==> src/rtl/comms_frame_controller.sv <==
// comms_frame_controller
//   Host-side bus master for the Titan core array. Collects 8-byte command frames from a byte
//   link, drives one instruction/address/value bus cycle to all cores, and for READ/STREAM
//   returns the captured 32-bit result to the host as 4 bytes, MSB first.
//
// Ports
//   clk_i, rst_ni            clock, asynchronous active-low reset
//   rx_data_i/valid_i/ready_o  host byte stream into the controller
//   tx_data_o/valid_o/ready_i  response bytes back to the host
//   instruction_o/address_o/value_o  broadcast bus to every core_interface
//   result_i                 OR-combined core results (READ)
//   stream_i                 bound output core stream (STREAM)
//   busy_o                   low only when idle in RX with no partial frame
module comms_frame_controller #(
    parameter int unsigned INSTRUCTION_WIDTH = 8,
    parameter int unsigned ADDRESS_WIDTH     = 24,
    parameter int unsigned VALUE_WIDTH       = 32,
    parameter logic [7:0]  IDLE_INSTRUCTION  = 8'h00,
    parameter logic [7:0]  OP_READ           = 8'h02,
    parameter logic [7:0]  OP_STREAM         = 8'h03,
    parameter int unsigned RESULT_LATENCY    = 1,
    parameter int unsigned TIMEOUT_CYCLES    = 100000
) (
    input  logic                         clk_i,
    input  logic                         rst_ni,
    input  logic [7:0]                   rx_data_i,
    input  logic                         rx_valid_i,
    output logic                         rx_ready_o,
    output logic [7:0]                   tx_data_o,
    output logic                         tx_valid_o,
    input  logic                         tx_ready_i,
    output logic [INSTRUCTION_WIDTH-1:0] instruction_o,
    output logic [ADDRESS_WIDTH-1:0]     address_o,
    output logic [VALUE_WIDTH-1:0]       value_o,
    input  logic [VALUE_WIDTH-1:0]       result_i,
    input  logic [VALUE_WIDTH-1:0]       stream_i,
    output logic                         busy_o
);

    localparam int unsigned TW = $clog2(TIMEOUT_CYCLES + 1);

    typedef enum logic [1:0] {StRx, StIssue, StWait, StTx} state_e;

    state_e        state_q, state_d;
    logic [2:0]    byte_cnt_q, byte_cnt_d;
    logic [63:0]   frame_q, frame_d;
    logic [TW-1:0] to_cnt_q, to_cnt_d;
    logic [3:0]    lat_cnt_q, lat_cnt_d;
    logic [1:0]    tx_idx_q, tx_idx_d;
    logic [31:0]   resp_q, resp_d;
    logic [7:0]    instr_q, instr_d;
    logic [23:0]   addr_q, addr_d;
    logic [31:0]   value_q, value_d;
    logic          rx_ready_q, rx_ready_d;
    logic          rx_fire;
    logic [7:0]    opcode;

    assign rx_fire = rx_valid_i && rx_ready_q;
    assign opcode  = frame_q[63:56];

    always_comb begin
        state_d    = state_q;
        byte_cnt_d = byte_cnt_q;
        frame_d    = frame_q;
        to_cnt_d   = to_cnt_q;
        lat_cnt_d  = lat_cnt_q;
        tx_idx_d   = tx_idx_q;
        resp_d     = resp_q;
        instr_d    = IDLE_INSTRUCTION;
        addr_d     = addr_q;
        value_d    = value_q;

        unique case (state_q)
            StRx: begin
                if (rx_fire) begin
                    frame_d    = {frame_q[55:0], rx_data_i};
                    to_cnt_d   = '0;
                    byte_cnt_d = byte_cnt_q + 3'd1;  // wraps to 0 after byte 7
                    if (byte_cnt_q == 3'd7) begin
                        state_d = StIssue;
                    end
                end else if (byte_cnt_q != 3'd0) begin
                    if (to_cnt_q == TW'(TIMEOUT_CYCLES - 1)) begin
                        byte_cnt_d = '0;
                        to_cnt_d   = '0;
                    end else begin
                        to_cnt_d = to_cnt_q + TW'(1);
                    end
                end
            end
            StIssue: begin
                instr_d   = frame_q[63:56];
                addr_d    = frame_q[55:32];
                value_d   = frame_q[31:0];
                lat_cnt_d = 4'd1;
                state_d   = (opcode == OP_READ || opcode == OP_STREAM) ? StWait : StRx;
            end
            StWait: begin
                // lat_cnt_q holds the number of edges since issue that this edge completes
                if (lat_cnt_q == 4'(RESULT_LATENCY)) begin
                    resp_d   = (opcode == OP_STREAM) ? stream_i : result_i;
                    tx_idx_d = '0;
                    state_d  = StTx;
                end else begin
                    lat_cnt_d = lat_cnt_q + 4'd1;
                end
            end
            StTx: begin
                if (tx_ready_i) begin
                    tx_idx_d = tx_idx_q + 2'd1;
                    if (tx_idx_q == 2'd3) begin
                        state_d = StRx;
                    end
                end
            end
            default: state_d = StRx;
        endcase
    end

    // Registered so there is no rx_valid_i -> rx_ready_o path; also yields the one dead
    // cycle after an issue or a response before the next frame is accepted.
    assign rx_ready_d = (state_q == StRx) && (state_d == StRx);

    always_ff @(posedge clk_i or negedge rst_ni) begin
        if (!rst_ni) begin
            state_q    <= StRx;
            byte_cnt_q <= '0;
            frame_q    <= '0;
            to_cnt_q   <= '0;
            lat_cnt_q  <= '0;
            tx_idx_q   <= '0;
            resp_q     <= '0;
            instr_q    <= IDLE_INSTRUCTION;
            addr_q     <= '0;
            value_q    <= '0;
            rx_ready_q <= 1'b0;
        end else begin
            state_q    <= state_d;
            byte_cnt_q <= byte_cnt_d;
            frame_q    <= frame_d;
            to_cnt_q   <= to_cnt_d;
            lat_cnt_q  <= lat_cnt_d;
            tx_idx_q   <= tx_idx_d;
            resp_q     <= resp_d;
            instr_q    <= instr_d;
            addr_q     <= addr_d;
            value_q    <= value_d;
            rx_ready_q <= rx_ready_d;
        end
    end

    always_comb begin
        tx_data_o = 8'h00;
        if (state_q == StTx) begin
            unique case (tx_idx_q)
                2'd0:    tx_data_o = resp_q[31:24];
                2'd1:    tx_data_o = resp_q[23:16];
                2'd2:    tx_data_o = resp_q[15:8];
                default: tx_data_o = resp_q[7:0];
            endcase
        end
    end

    assign tx_valid_o    = (state_q == StTx);
    assign rx_ready_o    = rx_ready_q;
    assign instruction_o = instr_q;
    assign address_o     = addr_q;
    assign value_o       = value_q;
    assign busy_o        = !((state_q == StRx) && (byte_cnt_q == 3'd0));

endmodule

==> config.mk <==
export PLATFORM = sky130hd
export DESIGN_NAME = comms_frame_controller
export DESIGN_NICKNAME = d
export VERILOG_FILES = /design/src/rtl/comms_frame_controller.sv
export SDC_FILE = /design/constraint.sdc
export NUM_CORES = 1
export LEC_CHECK = 0
export ABC_AREA = 1
export BUFFER_PORTS_ARGS = -buffer_cell sky130_fd_sc_hd__clkbuf_2
export CAP_MARGIN = 40
export CORE_AREA = 2 2 170 172
export CTS_BUF_LIST = sky130_fd_sc_hd__clkbuf_16
export CTS_CLUSTER_SIZE = 20
export DETAILED_ROUTE_END_ITERATION = 16
export DIE_AREA = 0 0 172 174
export GPL_TIMING_DRIVEN = 0
export PLACE_DENSITY = 0.54
export SLEW_MARGIN = 10
export SYNTH_ARGS = -nofsm -noshare
export SYNTH_HDL_FRONTEND = slang
export SYNTH_SLANG_ARGS = --single-unit
==> constraint.sdc <==
create_clock -name clk_i -period 1.9 [get_ports clk_i]
set_clock_uncertainty 0.2 [all_clocks]
set_input_delay 0.285 -clock clk_i [delete_from_list [all_inputs] [get_ports clk_i]]
set_output_delay 0.285 -clock clk_i [all_outputs]
set_load 0.005 [all_outputs]
==> summary.md <==
| Metric | Value |
|---|---|
| Fin Hold WS | `0.00445 ns` |
| Worst-Margin Slew | `0.512 ns` |
| Unrepaired setup endpoints after global routing | `yes` |
| Post-synthesis compound-gate area fraction | `10.1%` |
| Worst Hold Class | `in -> reg` |
| DRT Pass-1 Iters | `5` |
| Cell area after synthesis | `8320 µm²` |
| Synth Area in XOR/XNOR | `0.421%` |
| Core Area | `28,200 µm²` |
| Share of cells above drive strength 1 | `23.0%` |
| Multi-input logic area | `3220 µm²` |
| Synth cell count leaders | `367 x nand2_1, 189 x dfrtp_1, 112 x o21ai_0` |
| Critical path class | `reg -> out` |
| WL/cell | `14.0 µm` |
| Final setup fails | `9` |
| Fillcell total | `2,910` |
| Status | `finished with violations` |
| CTS tree | `done` |
| Post-Synth Simple-Gate Area | `23.7%` |
| Slew Viols, Final | `0` |
| DR vias/cell | `4.43` |
| Routed vias | `7,285` |
| Die Y | `174 µm` |
| GPL Wtd Cong | `0.821` |
| Worst skew pair latency | `0.43 ns` |
| Fin nets | `1,335` |
| Post-route clock period utilization | `113%` |
| Leakage | `5.57 nW` |
| WP data arrival | `1.66 ns` |
| Worst slew margin | `65.9%` |
| GR Util All Layers | `15.6%` |
| Die footprint | `29,900 µm²` |
| PD cells | `1440 nW/µm²` |
| Unique masters post-synth | `33` |
| Sink Count | `189` |
| Async SR Flop Fraction | `100%` |
| R2r endpoint | `to_cnt_q[4]` |
| CTS H-tree lvls | `4` |
| Failing checks | `setup timing` |
| Post-synth EDFFs | `0` |
| N_diodes | `0` |
| Cells on worst reg2reg path | `8` |
| Final WL | `23,000 µm` |
| Critical R2R Launch | `state_q[0]` |
| Syn. warnings | `0` |
| First-pass GRT wire length | `37,000 µm` |
| Overflow after GRT | `0` |
| Most common cell in the synthesized netlist | `nand2_1` |
| Initial DRC Count | `476` |
| Register area share after synthesis | `56.9%` |
| Hold Violations, Final | `0` |
| Initial Util | `29.4%` |
| Clock Pin Slew Worst Setup and Hold Paths | `0.08 ns` |
| I/O Pins | `151` |
| Mapped Cells | `996` |
| CTS buffer count | `17` |
| Chip width | `172 µm` |
| Initial antenna violation count | `0` |
| FF-to-FF setup slack | `0.09 ns` |
| MaxCap Viol Count | `0` |
| Power, Total | `16.3 mW` |
| Post-Synth Adder-Cell Area | `1.50%` |
| PortBufs | `150` |
| Worst Hold Endpoint | `resp_q[24]` |
| # DRC | `0` |
| CTS Buffer Depth | `2` |
| Fmax | `0.466 GHz` |
| Synthesis-to-finish area growth | `36.3%` |
| HP Start | `stream_i[24]` |
| Syn avg cell area | `8.35 µm²` |
| Setup WS post-layout | `-0.245 ns` |
| Mux cell area share after synthesis | `0.135%` |
| Peak supply drop | `0.643 mV` |
| Max FO, Critical Path | `7` |
| Hold Crit Depth | `5` |
| Area taken by flip-flops and latches | `4730 µm²` |
| CTS root buf | `clkbuf_16` |
| Post-synth top flop | `dfrtp_1` |
| Synthesized Nets | `1,082` |
| Synth Register Bits | `189` |
| Most area-consuming cells after synthesis | `dfrtp_1 57%, nand2_1 17%, o21ai_0 6.7%, inv_1 4.3%, nand3_1 3.3%` |
| # rows | `62` |
| CP Launch Type | `register` |
| Leading area contributor after synthesis | `dfrtp_1` |
| Fin Setup TNS | `-1.73 ns` |
| Largest family of logic cells by synthesized area | `simple AND/OR/NAND/NOR gates` |
| Number of global-route vias before repair | `7,287` |
| Dpl hpwl | `15,700 µm` |
| Pin count of the biggest net entering global routing | `80` |
| Top cell type's share of synthesized area | `56.9%` |
| Crit end category | `output port` |
| Remaining antenna violation count | `0` |
| Min Tclk post-route | `2.14 ns` |
| CP required | `1.41 ns` |
[flip-flops by register name, indices dropped and copies added, names as in the netlist]
name and cells:
frame_q 64, resp_q 32, value_o 32, address_o 24, to_cnt_q 17, instruction_o 8
lat_cnt_q 4, byte_cnt_q 3, state_q 2, tx_idx_q 2, rx_ready_o 1
[metal layers]
layer | vias up | track usage, % | share of wire (%)
li1 | 3655 | - | -
met1 | 3461 | 21.5 | 47
met2 | 147 | 25.4 | 48
met3 | 22 | 2.57 | 3.3
met4 | 0 | 4.17 | 1.3
met5 | - | 0 | 0
[final cells by class]
class	instances	area share [%]
Multi-Input combinational cell	660	28.4
Buffer	44	2.08
Sequential cell	189	41.8
Timing Repair Buffer	238	15.0
Tap cell	384	4.24
Clock inverter	15	1.29
Inverter	99	3.42
Clock buffer	17	3.75
[through the flow]
stage	cells	cell area (µm²)	util, %	setup WS [ns]
2_1_floorplan	996	8320	-	0.321
3_3_place_gp	1530	9550	33.8	-3.50
3_5_place_dp	1532	9610	34.0	-0.154
4_1_cts	1640	11200	39.6	-0.252
5_1_grt	1646	11300	40.1	-0.301
6_report	1646	11300	40.1	-0.245
[cells by family after synthesis]
logic type,Yosys count
multiplexers,1
AO/OA/AOI/OAI,163
flip-flops,189
adder cells (fa/ha/maj),10
XOR/XNOR,4
AND/OR/NAND/NOR,482
buffers and inverters,147
[cell usage in the layout, fill, tap and decap left out, types with 5 or more instances in the layout]
| cell type | instances |
|---|---|
| inv_1 | 94 |
| nand2_1 | 356 |
| clkbuf_16 | 17 |
| clkbuf_2 | 146 |
| o21ai_1 | 31 |
| nor2_1 | 39 |
| dlygate4sd3_1 | 72 |
| clkbuf_1 | 7 |
| buf_2 | 32 |
| nand3_1 | 53 |
| o21ai_0 | 107 |
| nand2_2 | 13 |
| ha_1 | 5 |
| buf_4 | 11 |
| dfrtp_1 | 186 |
[worst max path at each step]
stage	startpoint	depth (start not counted)	slack [ns]	endpoint
after CTS	tx_idx_q[0]	5	-0.25	tx_data_o[0]
after global placement	rst_ni	1	-3.50	resp_q[19]
after detailed placement	tx_idx_q[0]	6	-0.15	tx_data_o[6]
after global routing	state_q[1]	6	-0.30	tx_data_o[2]
final	tx_idx_q[0]	5	-0.24	tx_data_o[0]
after floorplan	lat_cnt_q[1]	6	0.32	lat_cnt_q[0]
[critical path, cell delays in order, from the launching register on]
cell and delay (ns):
dfrtp_2 0.47, ha_4 0.23, buf_4 0.15, a21oi_4 0.13
a31oi_4 0.09, buf_2 0.14
[where the power goes]
part           switching, mW  internal (mW)
Combinational           3.58           2.44
Sequential              1.04           5.65
Clock                   1.63           1.94
Total                   6.25           10.0
[timing repair]
item / CTS / global route
endpoints found under the setup margin: 43 / 96
gates cloned: 0 / 0
hold endpoints to repair: 95 / 0
hold buffers: 72 / 0
setup buffers: 8 / 6
resized for setup: 58 / 28
pin swaps: 12 / 11
No activity file was read; power rests on OpenSTA's default activity.
